--- src/rtl/lfsr_sched_if.sv ---
// lfsr_sched_if: requester handshake and LFSR control bundle for lfsr_sched
interface lfsr_sched_if #(parameter int N = 4);
  logic en;
  logic [N-1:0] req;
  logic [N-1:0] gnt;
  logic [15:0] lfsr_q;
  logic [15:0] lfsr_seed;
  logic [15:0] rnd_data;
  logic [15:0] gnt_cnt;
  logic lfsr_step;
  logic rnd_valid;
  modport master (output en, req, lfsr_q, input gnt, lfsr_seed, rnd_data, gnt_cnt, lfsr_step, rnd_valid);
  modport slave (input en, req, lfsr_q, output gnt, lfsr_seed, rnd_data, gnt_cnt, lfsr_step, rnd_valid);
endinterface

--- src/rtl/lfsr_sched.sv ---
// lfsr_sched: round-robin sharing of one LFSR among N requesters with warm-up and per-grant decorrelation steps
module lfsr_sched #(
  parameter int N = 4,
  parameter int STEPS = 16,
  parameter int WARMUP = 32,
  parameter logic [15:0] SEED = 16'h0001
) (
  input logic clk,
  input logic rst,
  lfsr_sched_if.slave bus
);
  localparam int W = $clog2(N);
  typedef enum logic [1:0] {WARM, IDLE, ADV, GRANT} state_t;
  state_t state;
  logic [15:0] cnt;
  logic [W-1:0] winner, ptr, sel;
  assign bus.lfsr_seed = SEED;
  assign bus.rnd_data = bus.rnd_valid ? bus.lfsr_q : '0;
  // descending scan so the lowest offset from ptr+1 wins
  always_comb begin
    logic [W-1:0] idx;
    sel = '0;
    idx = '0;
    for (int i = N; i >= 1; i--) begin
      idx = W'((int'(ptr) + i) % N);
      if (bus.req[idx]) sel = idx;
    end
  end
  always_ff @(posedge clk or posedge rst)
    if (rst) begin
      state <= (WARMUP > 0) ? WARM : IDLE;
      cnt <= 16'(WARMUP);
      ptr <= W'(N - 1);
      winner <= '0;
      bus.lfsr_step <= (WARMUP > 0);
      bus.gnt <= '0;
      bus.rnd_valid <= 1'b0;
      bus.gnt_cnt <= '0;
    end else
      case (state)
        WARM: begin
          cnt <= cnt - 16'd1;
          if (cnt == 16'd1) begin
            state <= IDLE;
            bus.lfsr_step <= 1'b0;
          end
        end
        IDLE:
          if (bus.en && |bus.req) begin
            winner <= sel;
            cnt <= 16'(STEPS);
            bus.lfsr_step <= 1'b1;
            state <= ADV;
          end
        ADV: begin
          cnt <= cnt - 16'd1;
          if (cnt == 16'd1) begin
            state <= GRANT;
            bus.lfsr_step <= 1'b0;
            bus.gnt <= N'(1) << winner;
            bus.rnd_valid <= 1'b1;
          end
        end
        default: begin
          bus.gnt <= '0;
          bus.rnd_valid <= 1'b0;
          ptr <= winner;
          bus.gnt_cnt <= bus.gnt_cnt + 16'd1;
          state <= IDLE;
        end
      endcase
endmodule

--- src/flat_wrapper.sv ---
// flat-port wrapper written by rule: the top's interface ports become plain ports
module lfsr_sched_flat 
#(
  parameter int N = 4,
  parameter int STEPS = 16,
  parameter int WARMUP = 32,
  parameter logic [15:0] SEED = 16'h0001
)
  (clk, rst, bus_en, bus_req, bus_lfsr_q, bus_gnt, bus_lfsr_seed, bus_rnd_data, bus_gnt_cnt, bus_lfsr_step, bus_rnd_valid);
  lfsr_sched_if #(.N(N)) bus_i ();
  input logic clk;
  input logic rst;
  input wire logic [$bits(bus_i.en)-1:0] bus_en;
  input wire logic [$bits(bus_i.req)-1:0] bus_req;
  input wire logic [$bits(bus_i.lfsr_q)-1:0] bus_lfsr_q;
  output wire logic [$bits(bus_i.gnt)-1:0] bus_gnt;
  output wire logic [$bits(bus_i.lfsr_seed)-1:0] bus_lfsr_seed;
  output wire logic [$bits(bus_i.rnd_data)-1:0] bus_rnd_data;
  output wire logic [$bits(bus_i.gnt_cnt)-1:0] bus_gnt_cnt;
  output wire logic [$bits(bus_i.lfsr_step)-1:0] bus_lfsr_step;
  output wire logic [$bits(bus_i.rnd_valid)-1:0] bus_rnd_valid;
  assign bus_i.en = bus_en;
  assign bus_i.req = bus_req;
  assign bus_i.lfsr_q = bus_lfsr_q;
  assign bus_gnt = bus_i.gnt;
  assign bus_lfsr_seed = bus_i.lfsr_seed;
  assign bus_rnd_data = bus_i.rnd_data;
  assign bus_gnt_cnt = bus_i.gnt_cnt;
  assign bus_lfsr_step = bus_i.lfsr_step;
  assign bus_rnd_valid = bus_i.rnd_valid;
  lfsr_sched #(.N(N), .STEPS(STEPS), .WARMUP(WARMUP), .SEED(SEED)) u_core (.clk(clk), .rst(rst), .bus(bus_i));
endmodule
--- config.mk ---
export PLATFORM = sky130hd
export DESIGN_NAME = lfsr_sched_flat
export DESIGN_NICKNAME = d
export VERILOG_FILES = /design/src/rtl/lfsr_sched_if.sv /design/src/rtl/lfsr_sched.sv /design/src/flat_wrapper.sv
export SDC_FILE = /design/constraint.sdc
export NUM_CORES = 1
export LEC_CHECK = 0
export BUFFER_PORTS_ARGS = -buffer_cell sky130_fd_sc_hd__buf_2
export CORE_MARGIN = 2
export CORE_UTILIZATION = 45
export DETAILED_ROUTE_END_ITERATION = 6
export PLACE_DENSITY_LB_ADDON = 0.12
export SYNTH_ARGS = -nofsm -noshare
export SYNTH_HDL_FRONTEND = slang
export SYNTH_SLANG_ARGS = --single-unit
--- constraint.sdc ---
create_clock -name clk -period 2 [get_ports clk]
set_clock_uncertainty 0.2 [all_clocks]
set_input_delay 0.1 -clock clk [delete_from_list [all_inputs] [get_ports clk]]
set_output_delay 0.1 -clock clk [all_outputs]
set_load 0.05 [all_outputs]
==> impl_metrics.toml, run 1 <==
[global_routing]
grt_pass1_vias = 2079
antenna_found_initial = 0
grt_max_degree = 24
grt.total_usage = 0.1967
grt_pass1_wl_um = 9777
gr-total-overflow = 0

[logic_synthesis]
synth_mux_area_frac = 0.03024
syn_area_per_cell_um2 = 9.773
synthAdderAreaFrac = 0.04032
async_flop_share = 1.000
synth_edf_count = 0
yosys.area_share.simple = 0.2162
synthDistinctLibCells = 44
synth_xor_area_frac = 0.05998
synth_area_um2 = 2482
synth_seq_area_share = 0.4456
synth_flop_cell = "dfrtp_1"
synth_compound_area_frac = 0.1184
synth_top_family_by_area = "simple AND/OR/NAND/NOR gates"
ys.warnings.count = 0
yosys_register_bits = 44
synthCells = 254

[floorplanning]
coreArea_um2 = 5405
dieArea_um2 = 6126
die_width_um = 78.27
rows = 27
die_height_um = 78.27
ios = 77
start_util = 0.4593

[timing]
grt_setup_unrepaired = "true"
tns_ns = -0.2924
fin_ws_ns = -0.07599
worst_slew_pin_slew_ns = 0.8391
slew_headroom = 0.4371
drv_slew = 0
finalHoldViolCount = 0
post-route-period-util = 1.038
setup_viol = 7
period_needed_ns = 2.076
fmax_ghz = 0.4817
holdWs_ns = 0.08088

[status]
status = "finished, violations left"
failed_checks = "setup timing"

[setup_path]
cp_max_fo = 4
worstPathRequired_ns = 2.03
setup.worst_path.start_class = "flop"
critPathKind = "flop to flop"
worst-endpoint-arrival_ns = 2.10
cp-end-kind = "flop"

[route]
routed_wl_um = 5836
wire_per_inst_um = 13.67
dr.pass1.iters = 4
drt_iter0_drc = 111
post-route-drc-count = 0
vias = 2205
ant_nets = 0
via_per_inst = 5.164

[placement]
post_dp_cell_area_um2 = 3019
hpwl_um = 4018
portBuffers = 60
gp_congestion = 0.7900

[flow_run]
drv_cap = 0

[min_path]
hold_path.class = "primary input to flop"

[cells_and_area]
drive_gt1_frac = 0.4000
area_delta_synth_final_pct = 34.22
postLayoutCoreUtil = 0.6164
final_nets = 385
final_area_um2 = 3332
n_antenna_cell = 0

[clocking]
worstSkewPairLatency_ns = 0.29
clk_transition_reported_paths_ns = 0.09
clockBufferDepth = 2
cts_made_buffers = 5
htree_levels = 2
cts_sinks = 44
cts-root-buf = "clkbuf_8"
cts_tree = "done"

[power_and_ir_drop]
max-vdd-ir-drop_uv = 829.0
cellLeakagePower_nw = 1.614
powerDensity_nw_per_um2 = 1364
[cell usage in the layout (no fill, tap or decap), types with 6 or more instances in the layout]
| cell | netlist | routed |
|---|---|---|
| and2_1 | 16 | 16 |
| xnor2_1 | 10 | 10 |
| nand3_1 | 10 | 10 |
| conb_1 | 2 | 16 |
| inv_1 | 10 | 6 |
| o21ai_0 | 10 | 8 |
| nor2_1 | 11 | 10 |
| nand2_1 | 16 | 16 |
| xor2_1 | 7 | 7 |
| a21oi_1 | 15 | 12 |
| clkbuf_8 | 0 | 6 |
| nand4_1 | 7 | 7 |
| dfrtp_1 | 40 | 40 |
| buf_4 | 17 | 37 |
| buf_2 | 0 | 60 |
[layout make-up]
type | instances | area, µm²
Fill cell | 462 | 2073
Multi-Input combinational cell | 189 | 1340
Sequential cell | 44 | 1106
Timing Repair Buffer | 104 | 660.6
Tap cell | 72 | 90.09
Clock buffer | 6 | 82.58
Inverter | 10 | 37.54
Clock inverter | 2 | 15.01
[worst paths after layout]
check / start / end / slack (ns) / cells after the start
hold / removal: bus_req[1] / u_core.winner[0] / 0.08 / 4
min in group asynchronous: rst / u_core.cnt[13] / 0.22 / 3
setup / recovery: u_core.cnt[5] / u_core.cnt[9] / -0.08 / 4
hold reg to reg: u_core.bus.gnt_cnt[15] / u_core.bus.gnt_cnt[15] / 0.27 / 1
max in group asynchronous: rst / u_core.bus.lfsr_step / 0.77 / 4
setup reg to reg: u_core.cnt[5] / u_core.cnt[9] / -0.08 / 4
[Yosys cell counts, drive strengths merged (3+ instances only)]
cell | count | area [µm²]
clkbuf | 7 | 26.28
or3 | 9 | 62.56
nand2 | 16 | 60.06
xnor2 | 10 | 87.58
dfrtp | 40 | 1001
ha | 8 | 100.1
xor2 | 7 | 61.31
and3 | 3 | 20.02
and2 | 16 | 100.1
nor4 | 4 | 25.02
nor2 | 11 | 41.29
mux2i | 3 | 30.03
o21ai | 10 | 50.05
or4 | 8 | 65.06
nand3 | 10 | 50.05
o311ai | 4 | 35.03
inv | 10 | 37.54
mux2 | 4 | 45.04
or2 | 3 | 18.77
a21oi | 15 | 75.07
o211ai | 3 | 22.52
buf | 19 | 150.1
dfstp | 4 | 105.1
nand4 | 7 | 43.79
o31ai | 6 | 45.04
[worst max-delay path: stages, from the launching register on]
cell and delay, ns:
dfstp_2 0.39, or4_4 0.53, or3_4 0.35, or4_4 0.42, a21oi_2 0.12
[logic make-up after synthesis]
kind of cell	Yosys count
xor gates and xnor gates	17
AOI/OAI and AO/OA	46
buffers and inverters	36
adders and majority gates	8
muxes	7
DFF	44
other	2
and+or+nand+nor	94
[routing by layer]
layer,vias to the layer above,share of wire,global-route usage
met5,-,0,0
met4,0,0.0060,0.03158
met3,4,0.056,0.03678
met2,73,0.49,0.3397
met1,1054,0.45,0.2632
li1,1074,-,-
[sequential cells by signal (all words and copies together) (netlist names)]
name	cells
u_core.bus.rnd_valid	1
u_core.cnt	16
u_core.bus.lfsr_step	1
u_core.winner	2
u_core.state	2
u_core.ptr	2
u_core.bus.gnt_cnt	16
u_core.bus.gnt	4
[metrics by stage]
step / worst slack, ns / cells / total power [mW]
floorplan: -0.05749 / 268 / 2.830
global placement: -0.06764 / 405 / 3.502
detailed placement: -0.1013 / 405 / 3.535
CTS: -0.06831 / 422 / 4.361
global route: -0.1482 / 427 / 4.901
finish: -0.07599 / 427 / 4.546
[power by group]
part	leakage [nW]	internal [mW]	switching (mW)	total (mW)
clock	0.0434	0.280	0.315	0.595
sequential	0.568	1.16	0.251	1.41
combinational	1.00	1.16	1.38	2.54
[timing repair]
item                       4_1_cts  5_1_grt
pin swaps                       10        5
resized for setup               11       16
cloned                           2        0
setup buffers                    3        5
setup endpoints to repair        8       16
hold endpoints to repair        23        0
hold buffers                     4        0
Power figures use the tool's default switching activity.
==> run 2, diff against run 1 <==
- PLACE_DENSITY: unset -> 0.8
- PLACE_DENSITY_LB_ADDON: 0.12 -> unset
==> run 2 against run 1 <==
Compared with the run above: critical path depth up 2; sequential cell count stayed put; core utilization shrank 0.23 points; critical path type unchanged; critical endpoint is now u_core.cnt[14]; non-clock buffer count is the same; total power is 0.98% higher; the flow finishes with violations (hold timing, setup timing); highest routed layer unchanged.
==> impl_metrics.toml, run 2 (synthesized netlist as in run 1, its figures left out) <==
[flow_run]
drv_cap = 0

[timing]
worst_slew_pin_slew_ns = 0.5735
period_needed_ns = 2.105
setup_viol = 10
holdWs_ns = -0.01351
slew_headroom = 0.6160
fmax_ghz = 0.4751
post-route-period-util = 1.052
fin_ws_ns = -0.1050
finalHoldViolCount = 1
grt_setup_unrepaired = "true"
drv_slew = 0

[min_path]
hold_path.class = "primary input to flop"

[power_and_ir_drop]
combPwrFrac = 0.539
swShare = 0.4121
clockPowerShare = 0.147
power_frac_seq = 0.315
max-vdd-ir-drop_uv = 815.6
p_total_mw = 4.591
cellLeakagePower_nw = 1.624
p_sw_mw = 1.892
internal-power_mw = 2.699
powerDensity_nw_per_um2 = 1383

[cells_and_area]
reg.largest.list = "u_core.bus.gnt_cnt x16, u_core.cnt x16, u_core.bus.gnt x4"
stdcell_count = 427
n_antenna_cell = 0
final_cell_mix = "buf_2 (60), buf_4 (41), dfrtp_1 (38)"
area_delta_synth_final_pct = 33.72
final_nets = 385
final_common_cell = "buf_2"
drive_gt1_frac = 0.4169

[status]
failed_checks = "hold timing, setup timing"
status = "finished, violations left"

[global_routing]
grt.total_usage = 0.1840
grt_max_degree = 45
grt_pass1_vias = 2103
grt_pass1_wl_um = 9190
gr-total-overflow = 0
antenna_found_initial = 0

[clocking]
cts_made_buffers = 5
cts-root-buf = "clkbuf_8"
clockBufferDepth = 2
worstSkewPairLatency_ns = 0.29
cts_tree = "done"
htree_levels = 2
cts_sinks = 44
clk_transition_reported_paths_ns = 0.08

[floorplanning]
ios = 77
dieArea_um2 = 6126
die_height_um = 78.27
coreArea_um2 = 5405
die_width_um = 78.27
rows = 27
start_util = 0.4593

[route]
post-route-drc-count = 0
vias = 2213
ant_nets = 0
dr.pass1.iters = 4
routed_wl_um = 5679
wire_per_inst_um = 13.30
via_per_inst = 5.183
drt_iter0_drc = 108

[setup_path]
setup.worst_path.start_class = "flop"
worstPathRequired_ns = 2.02
cp_max_fo = 7
critPathKind = "flop to flop"
worst-endpoint-arrival_ns = 2.12
cp-end-kind = "flop"

[placement]
dp_slack_ns = -0.1402
hpwl_um = 3914
gp_congestion = 0.7781
dp.cells = 404
portBuffers = 60
[run 2: worst paths after layout]
path	cells after the start	slack [ns]	to	start
max	6	-0.10	u_core.cnt[14]	u_core.state[1]
min	3	-0.01	u_core.winner[1]	bus_req[3]
max reg2reg	6	-0.10	u_core.cnt[14]	u_core.state[1]
min reg2reg	1	0.28	u_core.bus.gnt_cnt[15]	u_core.bus.gnt_cnt[15]
max in group asynchronous	4	0.90	u_core.state[0]	rst
min in group asynchronous	4	0.30	u_core.bus.gnt_cnt[10]	rst
[run 2: power groups by stage]
stage / combinational (mW) / clock [mW] / sequential, mW
5_1_grt: 2.70 / 0.721 / 1.49
3_3_place_gp: 2.04 / 0 / 1.40
2_1_floorplan: 1.25 / 0 / 1.58
3_5_place_dp: 2.09 / 0 / 1.42
6_report: 2.47 / 0.673 / 1.44
4_1_cts: 2.21 / 0.680 / 1.41
[run 2: final cells by class]
cell class                 count  area (µm²)
fill                         435        2086
multi-input combinational    189        1334
sequential                    44        1109
timing repair buffer         104       639.4
tap                           72       90.09
clock buffer                   6       72.57
inverter                      10       40.04
clock inverter                 2       35.03
[run 2: repair_timing]
| action | 4_1_cts | 5_1_grt |
|---|---|---|
| hold buffers | 3 | 0 |
| gates cloned | 0 | 1 |
| resized for setup | 6 | 23 |
| pin swaps | 5 | 12 |
| buffers inserted | 4 | 8 |
| setup endpoints to repair | 11 | 19 |
| hold endpoints to repair | 41 | 0 |
[run 2: per-stage QoR]
step | TNS, ns | hold slack (ns) | util | cell area (µm²)
4_1_cts | -0.5082 | 0.02489 | 0.5896 | 3187
3_3_place_gp | -0.3209 | 0.06581 | 0.5549 | 2999
6_report | -0.6227 | -0.01351 | 0.6141 | 3319
2_1_floorplan | -0.1480 | 0.1056 | - | 2574
5_1_grt | -1.751 | 0.03735 | 0.6141 | 3319
3_5_place_dp | -0.8306 | 0.07156 | 0.5549 | 2999
[run 2: critical path, stage by stage, from the launching register on]
cell and delay (ns):
dfrtp_2 0.46, inv_2 0.10, ha_2 0.18, or3_4 0.14, o211ai_1 0.24, or4_1 0.57, a21oi_1 0.14
[run 2: metal layers]
| layer | GRT usage | vias to the layer above | routed length (µm) |
|---|---|---|---|
| met2 | 0.3276 | 91 | 2897 |
| met3 | 0.03103 | 6 | 329 |
| met5 | 0 | - | 0 |
| li1 | - | 1071 | - |
| met4 | 0.04912 | 0 | 38 |
| met1 | 0.2318 | 1045 | 2414 |
